<file path="src/rtl/uart_pkg.sv">
// uart_pkg: shared FSM state types and helper functions for uart_core.
// The PARITY states exist only when UART_PARITY_EN is defined.
package uart_pkg;

    localparam int MAX_DATA_BITS = 8;

    typedef enum logic [2:0] {
        TX_IDLE   = 3'd0,
        TX_START  = 3'd1,
        TX_DATA   = 3'd2,
`ifdef UART_PARITY_EN
        TX_PARITY = 3'd3,
`endif
        TX_STOP   = 3'd4
    } tx_state_t;

    typedef enum logic [2:0] {
        RX_IDLE      = 3'd0,
        RX_START     = 3'd1,
        RX_DATA      = 3'd2,
`ifdef UART_PARITY_EN
        RX_PARITY    = 3'd3,
`endif
        RX_STOP      = 3'd4,
        RX_WAIT_HIGH = 3'd5
    } rx_state_t;

    // Clocks per baud tick, truncated and never below one.
    function automatic int calc_div(input int clk_freq, input int baud_rate, input int oversample);
        int div;
        div = clk_freq / (baud_rate * oversample);
        return (div < 32'sd1) ? 32'sd1 : div;
    endfunction

    // Parity over a zero-extended payload; odd=1 inverts the even result.
    function automatic logic calc_parity(input logic [MAX_DATA_BITS-1:0] data, input logic odd);
        return (^data) ^ odd;
    endfunction

endpackage

</file>
<file path="src/rtl/uart_if.sv">
// uart_if: host-side byte interface of uart_core (transmit handshake and receive report).
interface uart_if #(
    parameter int DATA_BITS = 8
) ();
    logic                 tx_valid;
    logic [DATA_BITS-1:0] tx_data;
    logic                 tx_ready;
    logic                 tx_done;
    logic                 rx_valid;
    logic [DATA_BITS-1:0] rx_data;
    logic                 rx_frame_err;
    logic                 rx_parity_err;

    modport master (
        output tx_valid, tx_data,
        input  tx_ready, tx_done, rx_valid, rx_data, rx_frame_err, rx_parity_err
    );

    modport slave (
        input  tx_valid, tx_data,
        output tx_ready, tx_done, rx_valid, rx_data, rx_frame_err, rx_parity_err
    );
endinterface

</file>
<file path="src/rtl/uart_baud_gen.sv">
// uart_baud_gen: free-running divider producing a one-clk tick every DIV clocks.
module uart_baud_gen #(
    parameter int DIV = 1
) (
    input  logic clk,
    input  logic rst,
    output logic tick
);
    localparam int CNT_W = (DIV > 1) ? $clog2(DIV) : 1;
    localparam logic [CNT_W-1:0] LAST = CNT_W'(DIV - 1);

    logic [CNT_W-1:0] cnt_q, cnt_d;
    logic             tick_q, tick_d;

    // Wrap the count at DIV-1; the tick flop is high while the count sits at DIV-1.
    always_comb begin
        if (cnt_q == LAST) begin
            cnt_d = CNT_W'(0);
        end else begin
            cnt_d = cnt_q + CNT_W'(1);
        end
        tick_d = (cnt_d == LAST);
    end

    // Divider state with synchronous reset.
    always_ff @(posedge clk) begin
        if (rst) begin
            cnt_q  <= CNT_W'(0);
            tick_q <= 1'b0;
        end else begin
            cnt_q  <= cnt_d;
            tick_q <= tick_d;
        end
    end

    assign tick = tick_q;
endmodule

</file>
<file path="src/rtl/uart_core.sv">
// uart_core: full-duplex UART, one transmitter and one oversampling receiver
// sharing a baud tick. Define UART_PARITY_EN to add a parity bit to every frame.
module uart_core
    import uart_pkg::*;
#(
    parameter int CLK_FREQ   = 1000000,
    parameter int BAUD_RATE  = 9600,
    parameter int DATA_BITS  = 8,
    parameter int STOP_BITS  = 1,
    parameter int OVERSAMPLE = 16,
    parameter int PARITY_ODD = 0
) (
    input  logic  clk,
    input  logic  rst,
    uart_if.slave bus,
    output logic  tx,
    input  logic  rx
);
    localparam int DIV   = calc_div(CLK_FREQ, BAUD_RATE, OVERSAMPLE);
    localparam int CNT_W = $clog2(OVERSAMPLE * STOP_BITS);
    localparam int BIT_W = $clog2(DATA_BITS);
    localparam logic [CNT_W-1:0] HALF_LAST = CNT_W'(OVERSAMPLE / 2 - 1);
    localparam logic [CNT_W-1:0] OS_LAST   = CNT_W'(OVERSAMPLE - 1);
    localparam logic [CNT_W-1:0] STOP_LAST = CNT_W'(OVERSAMPLE * STOP_BITS - 1);
    localparam logic [BIT_W-1:0] BIT_LAST  = BIT_W'(DATA_BITS - 1);

    if ((DATA_BITS < 5) || (DATA_BITS > 8) || (STOP_BITS < 1) || (STOP_BITS > 2) ||
        (OVERSAMPLE < 8) || ((OVERSAMPLE % 2) != 0) || (PARITY_ODD < 0) || (PARITY_ODD > 1)) begin : g_bad_params
        $error("uart_core: illegal parameter combination");
    end

    logic tick_s;
    uart_baud_gen #(.DIV(DIV)) u_baud (.clk(clk), .rst(rst), .tick(tick_s));

    // ---------------- transmitter ----------------
    tx_state_t            tx_state_q, tx_state_d;
    logic [CNT_W-1:0]     tx_cnt_q, tx_cnt_d;
    logic [BIT_W-1:0]     tx_bit_q, tx_bit_d;
    logic [DATA_BITS-1:0] tx_shift_q, tx_shift_d;
    logic                 tx_launch_q, tx_launch_d;   // start bit is on the line
    logic                 tx_q, tx_d, tx_ready_q, tx_ready_d, tx_done_q, tx_done_d;
`ifdef UART_PARITY_EN
    logic                 tx_par_q, tx_par_d;
`endif

    // TX state register; reset parks the line high and the FSM idle.
    always_ff @(posedge clk) begin
        if (rst) begin
            tx_state_q  <= TX_IDLE;
            tx_cnt_q    <= CNT_W'(0);
            tx_bit_q    <= BIT_W'(0);
            tx_shift_q  <= {DATA_BITS{1'b0}};
            tx_launch_q <= 1'b0;
            tx_q        <= 1'b1;
            tx_ready_q  <= 1'b1;
            tx_done_q   <= 1'b0;
`ifdef UART_PARITY_EN
            tx_par_q    <= 1'b0;
`endif
        end else begin
            tx_state_q  <= tx_state_d;
            tx_cnt_q    <= tx_cnt_d;
            tx_bit_q    <= tx_bit_d;
            tx_shift_q  <= tx_shift_d;
            tx_launch_q <= tx_launch_d;
            tx_q        <= tx_d;
            tx_ready_q  <= tx_ready_d;
            tx_done_q   <= tx_done_d;
`ifdef UART_PARITY_EN
            tx_par_q    <= tx_par_d;
`endif
        end
    end

    // TX next state: latch on handshake, launch on the next tick, hold each bit OVERSAMPLE ticks.
    always_comb begin
        tx_state_d  = tx_state_q;
        tx_cnt_d    = tx_cnt_q;
        tx_bit_d    = tx_bit_q;
        tx_shift_d  = tx_shift_q;
        tx_launch_d = tx_launch_q;
`ifdef UART_PARITY_EN
        tx_par_d    = tx_par_q;
`endif
        case (tx_state_q)
            TX_IDLE: begin
                if (bus.tx_valid && tx_ready_q) begin
                    tx_state_d  = TX_START;
                    tx_shift_d  = bus.tx_data;
                    tx_launch_d = 1'b0;
                    tx_cnt_d    = CNT_W'(0);
                    tx_bit_d    = BIT_W'(0);
`ifdef UART_PARITY_EN
                    tx_par_d    = calc_parity(MAX_DATA_BITS'(bus.tx_data), (PARITY_ODD != 0));
`endif
                end else begin
                    tx_state_d = TX_IDLE;
                end
            end
            TX_START: begin
                if (!tick_s) begin
                    tx_state_d = TX_START;
                end else if (!tx_launch_q) begin
                    tx_launch_d = 1'b1;
                    tx_cnt_d    = CNT_W'(0);
                end else if (tx_cnt_q == OS_LAST) begin
                    tx_state_d = TX_DATA;
                    tx_cnt_d   = CNT_W'(0);
                end else begin
                    tx_cnt_d = tx_cnt_q + CNT_W'(1);
                end
            end
            TX_DATA: begin
                if (!tick_s) begin
                    tx_state_d = TX_DATA;
                end else if (tx_cnt_q != OS_LAST) begin
                    tx_cnt_d = tx_cnt_q + CNT_W'(1);
                end else if (tx_bit_q == BIT_LAST) begin
                    tx_cnt_d = CNT_W'(0);
`ifdef UART_PARITY_EN
                    tx_state_d = TX_PARITY;
`else
                    tx_state_d = TX_STOP;
`endif
                end else begin
                    tx_cnt_d   = CNT_W'(0);
                    tx_bit_d   = tx_bit_q + BIT_W'(1);
                    tx_shift_d = tx_shift_q >> 1;
                end
            end
`ifdef UART_PARITY_EN
            TX_PARITY: begin
                if (!tick_s) begin
                    tx_state_d = TX_PARITY;
                end else if (tx_cnt_q == OS_LAST) begin
                    tx_state_d = TX_STOP;
                    tx_cnt_d   = CNT_W'(0);
                end else begin
                    tx_cnt_d = tx_cnt_q + CNT_W'(1);
                end
            end
`endif
            TX_STOP: begin
                if (!tick_s) begin
                    tx_state_d = TX_STOP;
                end else if (tx_cnt_q == STOP_LAST) begin
                    tx_state_d = TX_IDLE;
                    tx_cnt_d   = CNT_W'(0);
                end else begin
                    tx_cnt_d = tx_cnt_q + CNT_W'(1);
                end
            end
            default: tx_state_d = TX_IDLE;
        endcase
    end

    // TX outputs: line level follows the upcoming state so every output is a flop.
    always_comb begin
        tx_ready_d = (tx_state_d == TX_IDLE);
        tx_done_d  = (tx_state_q == TX_STOP) && tick_s && (tx_cnt_q == STOP_LAST);
        case (tx_state_d)
            TX_IDLE:   tx_d = 1'b1;
            TX_START:  tx_d = ~tx_launch_d;
            TX_DATA:   tx_d = tx_shift_d[0];
`ifdef UART_PARITY_EN
            TX_PARITY: tx_d = tx_par_d;
`endif
            TX_STOP:   tx_d = 1'b1;
            default:   tx_d = 1'b1;
        endcase
    end

    // ---------------- receiver ----------------
    rx_state_t            rx_state_q, rx_state_d;
    logic [CNT_W-1:0]     rx_cnt_q, rx_cnt_d;
    logic [BIT_W-1:0]     rx_bit_q, rx_bit_d;
    logic [DATA_BITS-1:0] rx_shift_q, rx_shift_d, rx_data_q, rx_data_d;
    logic                 rx_s1_q, rx_s2_q, rx_prev_q;
    logic                 rx_valid_q, rx_valid_d, rx_frame_err_q, rx_frame_err_d;
    logic                 rx_fall_s, rx_sample_s;
`ifdef UART_PARITY_EN
    logic                 rx_par_bit_q, rx_par_bit_d, rx_parity_err_q, rx_parity_err_d;
`endif

    assign rx_fall_s   = rx_prev_q & ~rx_s2_q;
    assign rx_sample_s = tick_s && (rx_cnt_q == OS_LAST);

    // RX synchronizer and state register; the synchronizer resets to the idle-high level.
    always_ff @(posedge clk) begin
        if (rst) begin
            rx_s1_q        <= 1'b1;
            rx_s2_q        <= 1'b1;
            rx_prev_q      <= 1'b1;
            rx_state_q     <= RX_IDLE;
            rx_cnt_q       <= CNT_W'(0);
            rx_bit_q       <= BIT_W'(0);
            rx_shift_q     <= {DATA_BITS{1'b0}};
            rx_valid_q     <= 1'b0;
            rx_data_q      <= {DATA_BITS{1'b0}};
            rx_frame_err_q <= 1'b0;
`ifdef UART_PARITY_EN
            rx_par_bit_q    <= 1'b0;
            rx_parity_err_q <= 1'b0;
`endif
        end else begin
            rx_s1_q        <= rx;
            rx_s2_q        <= rx_s1_q;
            rx_prev_q      <= rx_s2_q;
            rx_state_q     <= rx_state_d;
            rx_cnt_q       <= rx_cnt_d;
            rx_bit_q       <= rx_bit_d;
            rx_shift_q     <= rx_shift_d;
            rx_valid_q     <= rx_valid_d;
            rx_data_q      <= rx_data_d;
            rx_frame_err_q <= rx_frame_err_d;
`ifdef UART_PARITY_EN
            rx_par_bit_q    <= rx_par_bit_d;
            rx_parity_err_q <= rx_parity_err_d;
`endif
        end
    end

    // RX next state: verify the start bit at half a bit, then sample every bit at mid-bit.
    always_comb begin
        rx_state_d = rx_state_q;
        rx_cnt_d   = rx_cnt_q;
        rx_bit_d   = rx_bit_q;
        rx_shift_d = rx_shift_q;
`ifdef UART_PARITY_EN
        rx_par_bit_d = rx_par_bit_q;
`endif
        case (rx_state_q)
            RX_IDLE: begin
                if (rx_fall_s) begin
                    rx_state_d = RX_START;
                    rx_cnt_d   = CNT_W'(0);
                end else begin
                    rx_state_d = RX_IDLE;
                end
            end
            RX_START: begin
                if (!tick_s) begin
                    rx_state_d = RX_START;
                end else if (rx_cnt_q == HALF_LAST) begin
                    rx_cnt_d   = CNT_W'(0);
                    rx_bit_d   = BIT_W'(0);
                    rx_state_d = rx_s2_q ? RX_IDLE : RX_DATA;
                end else begin
                    rx_cnt_d = rx_cnt_q + CNT_W'(1);
                end
            end
            RX_DATA: begin
                if (!tick_s) begin
                    rx_state_d = RX_DATA;
                end else if (rx_cnt_q != OS_LAST) begin
                    rx_cnt_d = rx_cnt_q + CNT_W'(1);
                end else begin
                    rx_cnt_d   = CNT_W'(0);
                    rx_shift_d = {rx_s2_q, rx_shift_q[DATA_BITS-1:1]};
                    rx_bit_d   = rx_bit_q + BIT_W'(1);
                    if (rx_bit_q == BIT_LAST) begin
`ifdef UART_PARITY_EN
                        rx_state_d = RX_PARITY;
`else
                        rx_state_d = RX_STOP;
`endif
                    end else begin
                        rx_state_d = RX_DATA;
                    end
                end
            end
`ifdef UART_PARITY_EN
            RX_PARITY: begin
                if (rx_sample_s) begin
                    rx_cnt_d     = CNT_W'(0);
                    rx_par_bit_d = rx_s2_q;
                    rx_state_d   = RX_STOP;
                end else if (tick_s) begin
                    rx_cnt_d = rx_cnt_q + CNT_W'(1);
                end else begin
                    rx_state_d = RX_PARITY;
                end
            end
`endif
            RX_STOP: begin
                if (rx_sample_s) begin
                    rx_cnt_d   = CNT_W'(0);
                    rx_state_d = rx_s2_q ? RX_IDLE : RX_WAIT_HIGH;
                end else if (tick_s) begin
                    rx_cnt_d = rx_cnt_q + CNT_W'(1);
                end else begin
                    rx_state_d = RX_STOP;
                end
            end
            RX_WAIT_HIGH: begin
                if (rx_s2_q) begin
                    rx_state_d = RX_IDLE;
                end else begin
                    rx_state_d = RX_WAIT_HIGH;
                end
            end
            default: rx_state_d = RX_IDLE;
        endcase
    end

    // RX outputs: report the frame at the stop-bit sample and hold it until the next one.
    always_comb begin
        rx_valid_d = (rx_state_q == RX_STOP) && rx_sample_s;
        if (rx_valid_d) begin
            rx_data_d      = rx_shift_q;
            rx_frame_err_d = ~rx_s2_q;
        end else begin
            rx_data_d      = rx_data_q;
            rx_frame_err_d = rx_frame_err_q;
        end
`ifdef UART_PARITY_EN
        if (rx_valid_d) begin
            rx_parity_err_d = rx_par_bit_q ^ calc_parity(MAX_DATA_BITS'(rx_shift_q), (PARITY_ODD != 0));
        end else begin
            rx_parity_err_d = rx_parity_err_q;
        end
`endif
    end

    assign tx                = tx_q;
    assign bus.tx_ready      = tx_ready_q;
    assign bus.tx_done       = tx_done_q;
    assign bus.rx_valid      = rx_valid_q;
    assign bus.rx_data       = rx_data_q;
    assign bus.rx_frame_err  = rx_frame_err_q;
`ifdef UART_PARITY_EN
    assign bus.rx_parity_err = rx_parity_err_q;
`else
    assign bus.rx_parity_err = 1'b0;
`endif
endmodule

</file>
<file path="src/flat_wrapper.sv">
// flat-port wrapper written by rule: the top's interface ports become plain ports
module uart_core_flat import uart_pkg::*;
#(
    parameter int CLK_FREQ   = 1000000,
    parameter int BAUD_RATE  = 9600,
    parameter int DATA_BITS  = 8,
    parameter int STOP_BITS  = 1,
    parameter int OVERSAMPLE = 16,
    parameter int PARITY_ODD = 0
)
  (clk, rst, tx, rx, bus_tx_valid, bus_tx_data, bus_tx_ready, bus_tx_done, bus_rx_valid, bus_rx_data, bus_rx_frame_err, bus_rx_parity_err);
  uart_if #(.DATA_BITS(DATA_BITS)) bus_i ();
  input  logic clk;
  input  logic rst;
  output logic tx;
  input  logic rx;
  input wire logic [$bits(bus_i.tx_valid)-1:0] bus_tx_valid;
  input wire logic [$bits(bus_i.tx_data)-1:0] bus_tx_data;
  output wire logic [$bits(bus_i.tx_ready)-1:0] bus_tx_ready;
  output wire logic [$bits(bus_i.tx_done)-1:0] bus_tx_done;
  output wire logic [$bits(bus_i.rx_valid)-1:0] bus_rx_valid;
  output wire logic [$bits(bus_i.rx_data)-1:0] bus_rx_data;
  output wire logic [$bits(bus_i.rx_frame_err)-1:0] bus_rx_frame_err;
  output wire logic [$bits(bus_i.rx_parity_err)-1:0] bus_rx_parity_err;
  assign bus_i.tx_valid = bus_tx_valid;
  assign bus_i.tx_data = bus_tx_data;
  assign bus_tx_ready = bus_i.tx_ready;
  assign bus_tx_done = bus_i.tx_done;
  assign bus_rx_valid = bus_i.rx_valid;
  assign bus_rx_data = bus_i.rx_data;
  assign bus_rx_frame_err = bus_i.rx_frame_err;
  assign bus_rx_parity_err = bus_i.rx_parity_err;
  uart_core #(.CLK_FREQ(CLK_FREQ), .BAUD_RATE(BAUD_RATE), .DATA_BITS(DATA_BITS), .STOP_BITS(STOP_BITS), .OVERSAMPLE(OVERSAMPLE), .PARITY_ODD(PARITY_ODD)) u_core (.clk(clk), .rst(rst), .bus(bus_i), .tx(tx), .rx(rx));
endmodule
</file>
<file path="config.mk">
export PLATFORM = sky130hd
export DESIGN_NAME = uart_core_flat
export DESIGN_NICKNAME = d
export VERILOG_FILES = /design/src/rtl/uart_pkg.sv /design/src/rtl/uart_if.sv /design/src/rtl/uart_baud_gen.sv /design/src/rtl/uart_core.sv /design/src/flat_wrapper.sv
export SDC_FILE = /design/constraint.sdc
export NUM_CORES = 1
export LEC_CHECK = 0
export CAP_MARGIN = 30
export CORE_MARGIN = 3
export CORE_UTILIZATION = 40
export CTS_BUF_LIST = sky130_fd_sc_hd__clkbuf_16
export CTS_CLUSTER_SIZE = 30
export DETAILED_ROUTE_END_ITERATION = 8
export GPL_TIMING_DRIVEN = 0
export HOLD_SLACK_MARGIN = 0.12
export PLACE_DENSITY = 0.59
export SYNTH_ARGS = -nofsm -noshare
export SYNTH_HDL_FRONTEND = slang
export SYNTH_SLANG_ARGS = --single-unit
</file>
<file path="constraint.sdc">
create_clock -name clk -period 3.55 [get_ports clk]
set_input_delay 0.71 -clock clk [delete_from_list [all_inputs] [get_ports clk]]
set_output_delay 0.71 -clock clk [all_outputs]
set_load 0.005 [all_outputs]
</file>
==> metrics.txt <==
setup_tns=0 ps; Initial Utilization=around two fifths; Max Freq=between 400 and 500 MHz; Post-Synthesis Cells=299; Hold Crit Depth=1; root buffer cell=clkbuf_16; Post-DP HPWL=around 4200 um; endpoints failing setup=0; Tcrit/Tclk final=slightly above 60%; Post-CTS Setup Inserts=0; Setup Skew=5.90 ps; per-cell routed wire length=14.6 um; H-tree Lvls=3; sequential area share after synthesis=between 40 and 50%; Syn Nets=317; Final Hold Fails=0; FFs w/ async S/R, synth=0%; final non-filler cell total=just over 400; vias per inst=5.54; I/O pin count=26; first-pass iteration count of the detailed router=4; largest net degree at the start of global routing=11; power density over the cells=around 480 mW/mm^2; Ys Warns=0; antenna violations before repair=0; die extent in y=around 88 um; share of cells above drive strength 1=a little under a tenth; Slew Limit Fails=0; Peak VDD IR=between 300 and 400 uV; Worst Hold Slack=between 400 and 500 ps; Post-synth EDFFs=0; die area=just under 0.008 sq mm; most frequent cells in the layout=dfxtp_1 (57), nor2_1 (30), clkdlybuf4s50_1 (24), mux2i_1 (17); Synth Register Bits=57; Max-cap violations=0; Port Buf Inserts=24; post-synth top area cell=dfxtp_1; final wirelength=a little over 6000 um; CTS buffer count=9; Setup crit start kind=input port; CP endpoint kind=register; Final Core Density=slightly above 50%; most common cell after layout, fill and taps aside=dfxtp_1; Clk Latency, worst-skew pair=around 320 ps; Resize count post-CTS=0; placed cell count=400; WP data arrival=about 2400 ps; Reg2Reg Depth=7; Synth Cell Area=roughly 0.0027 sq mm; Hold Path End=u_core.rx_s2_q; synth top area cells=dfxtp_1 (43%), mux2i_1 (6.4%), nor2_1 (4.2%); static leakage=approximately 1.2 nW; hold buffer count at cts=0; DRC Markers=0; Tmin final=around 2200 ps; Layout Nets=352; n_diodes=0; post-route ant nets=0; FF-to-FF Start=u_core.rx_cnt_q[0]; global-route wire length before repair=around 10000 um; top cell type's share of synthesized area=42.8%; GRT Total Usage=16.8%; dominant synthesized flop cell=dfxtp_1; critical path class=in -> reg; maximum fanout along the worst path=10; RSZ-0062 raised after global routing=false; Placer Congestion=0.842; worst hold start=u_core.rx_s1_q; CTS tree=built; status=finished clean; R2R Path End=u_core.rx_shift_q[7]; Slew @ Worst Pin=roughly 540 ps; Avg Cell Area, Syn=around 8.9 sq um; GRT overflow=0; Core Box Area=0.00642 sq mm; Worst Hold Class=reg -> reg; Max-slew headroom=63.7%; Placement Rows=29; Clock transition at path regs=50 ps; Chip Width=roughly 88 um; r2r setup slk=1550 ps; Crit path required time=approximately 3800 ps; vias=2298; vias in the first global route=between 2000 and 2500; Yosys cell types=57; Iteration-0 DRC Markers=75; Area Overhead vs Synth=23.0%; PnR Total Power=between 1.5 and 2 mW; clock tree sinks=57; Clock Path Buffers=2
## sequential cells by signal (all words and copies together) (netlist names), 3 cells and up
signal               flops
u_core.tx_bit_q          3
u_core.rx_cnt_q          4
u_core.tx_state_q        3
u_core.bus.rx_data       8
u_core.u_baud.cnt_q      3
u_core.rx_shift_q        8
u_core.tx_shift_q        8
u_core.rx_state_q        3
u_core.rx_bit_q          3
u_core.tx_cnt_q          4
## critical path, cell delays in order
cell             delay (ps)
clkdlybuf4s50_1         480
nand3b_1                180
nor3_2                  440
buf_2                   320
nor4_1                   80
a31oi_1                 220
## worst max path at each step
| stage | startpoint | slack (ps) | endpoint | depth (start not counted) |
|---|---|---|---|---|
| after floorplan | u_core.rx_cnt_q[0] | 1860 | u_core.rx_state_q[1] | 6 |
| after global placement | rst | 1020 | u_core.bus.rx_valid | 4 |
| after detailed placement | bus_tx_valid | 1030 | u_core.tx | 6 |
| after CTS | bus_tx_valid | 1360 | u_core.tx | 6 |
| after global routing | bus_tx_valid | 1230 | u_core.tx | 6 |
| final | bus_tx_valid | 1330 | u_core.tx | 6 |
## cell families after synthesis
logic type | share of synthesized area (%)
compound gates | 17.3
xor+xnor | 0.656
mux | 6.94
fa+ha+maj | 2.81
flops | 42.8
buf+inv | 5.11
other cells | 0.141
simple gates | 24.3
## final cells by class
cell class	instances	area, sq um
buffer	24	103
clock inverter	6	52.6
inverter	9	33.8
multi-input combinational	209	1390
tap	77	96.3
clock buffer	9	225
fill	626	3140
timing repair buffer	24	240
sequential	57	1140
## synthesized netlist by cell type (all sizes together), types with 3 or more instances
master   number
or2           3
o21ai         7
nand4         4
nor2         31
nand2        13
buf          11
nor4          3
o31ai         3
nor3b         4
nor3         16
a221oi        7
dfxtp        57
nand3        14
inv           9
mux2i        17
clkbuf       13
ha            6
a21oi        15
o32ai         3
or3          10
a211oi        3
nor2b         5
a22oi         4
o2bb2ai       3
nand2b        3
o2111ai       3
## report_power, final
part           switching, mW  leakage, nW  total (mW)  internal [mW]
Clock                  0.276        0.147       0.804          0.528
Combinational         0.0554        0.557      0.0982         0.0428
Sequential           0.00995        0.462       0.667          0.657
## stage by stage
step / area, sq um / worst slack [ps]
4_1_cts: 3280 / 1360
3_3_place_gp: 3010 / 1020
2_1_floorplan: 2670 / 1860
5_1_grt: 3280 / 1230
6_report: 3280 / 1330
3_5_place_dp: 3010 / 1030
## per-layer routing
metal	vias up	part of all wire (%)	track usage, %	routed length, um
met1	1072	46	20.3	2760
met5	-	0	0	0
met4	0	1.4	5.72	82
li1	1172	-	-	-
met2	46	48	28.0	2900
met3	8	5.3	5.83	319
No activity file was read; power rests on OpenSTA's default activity.
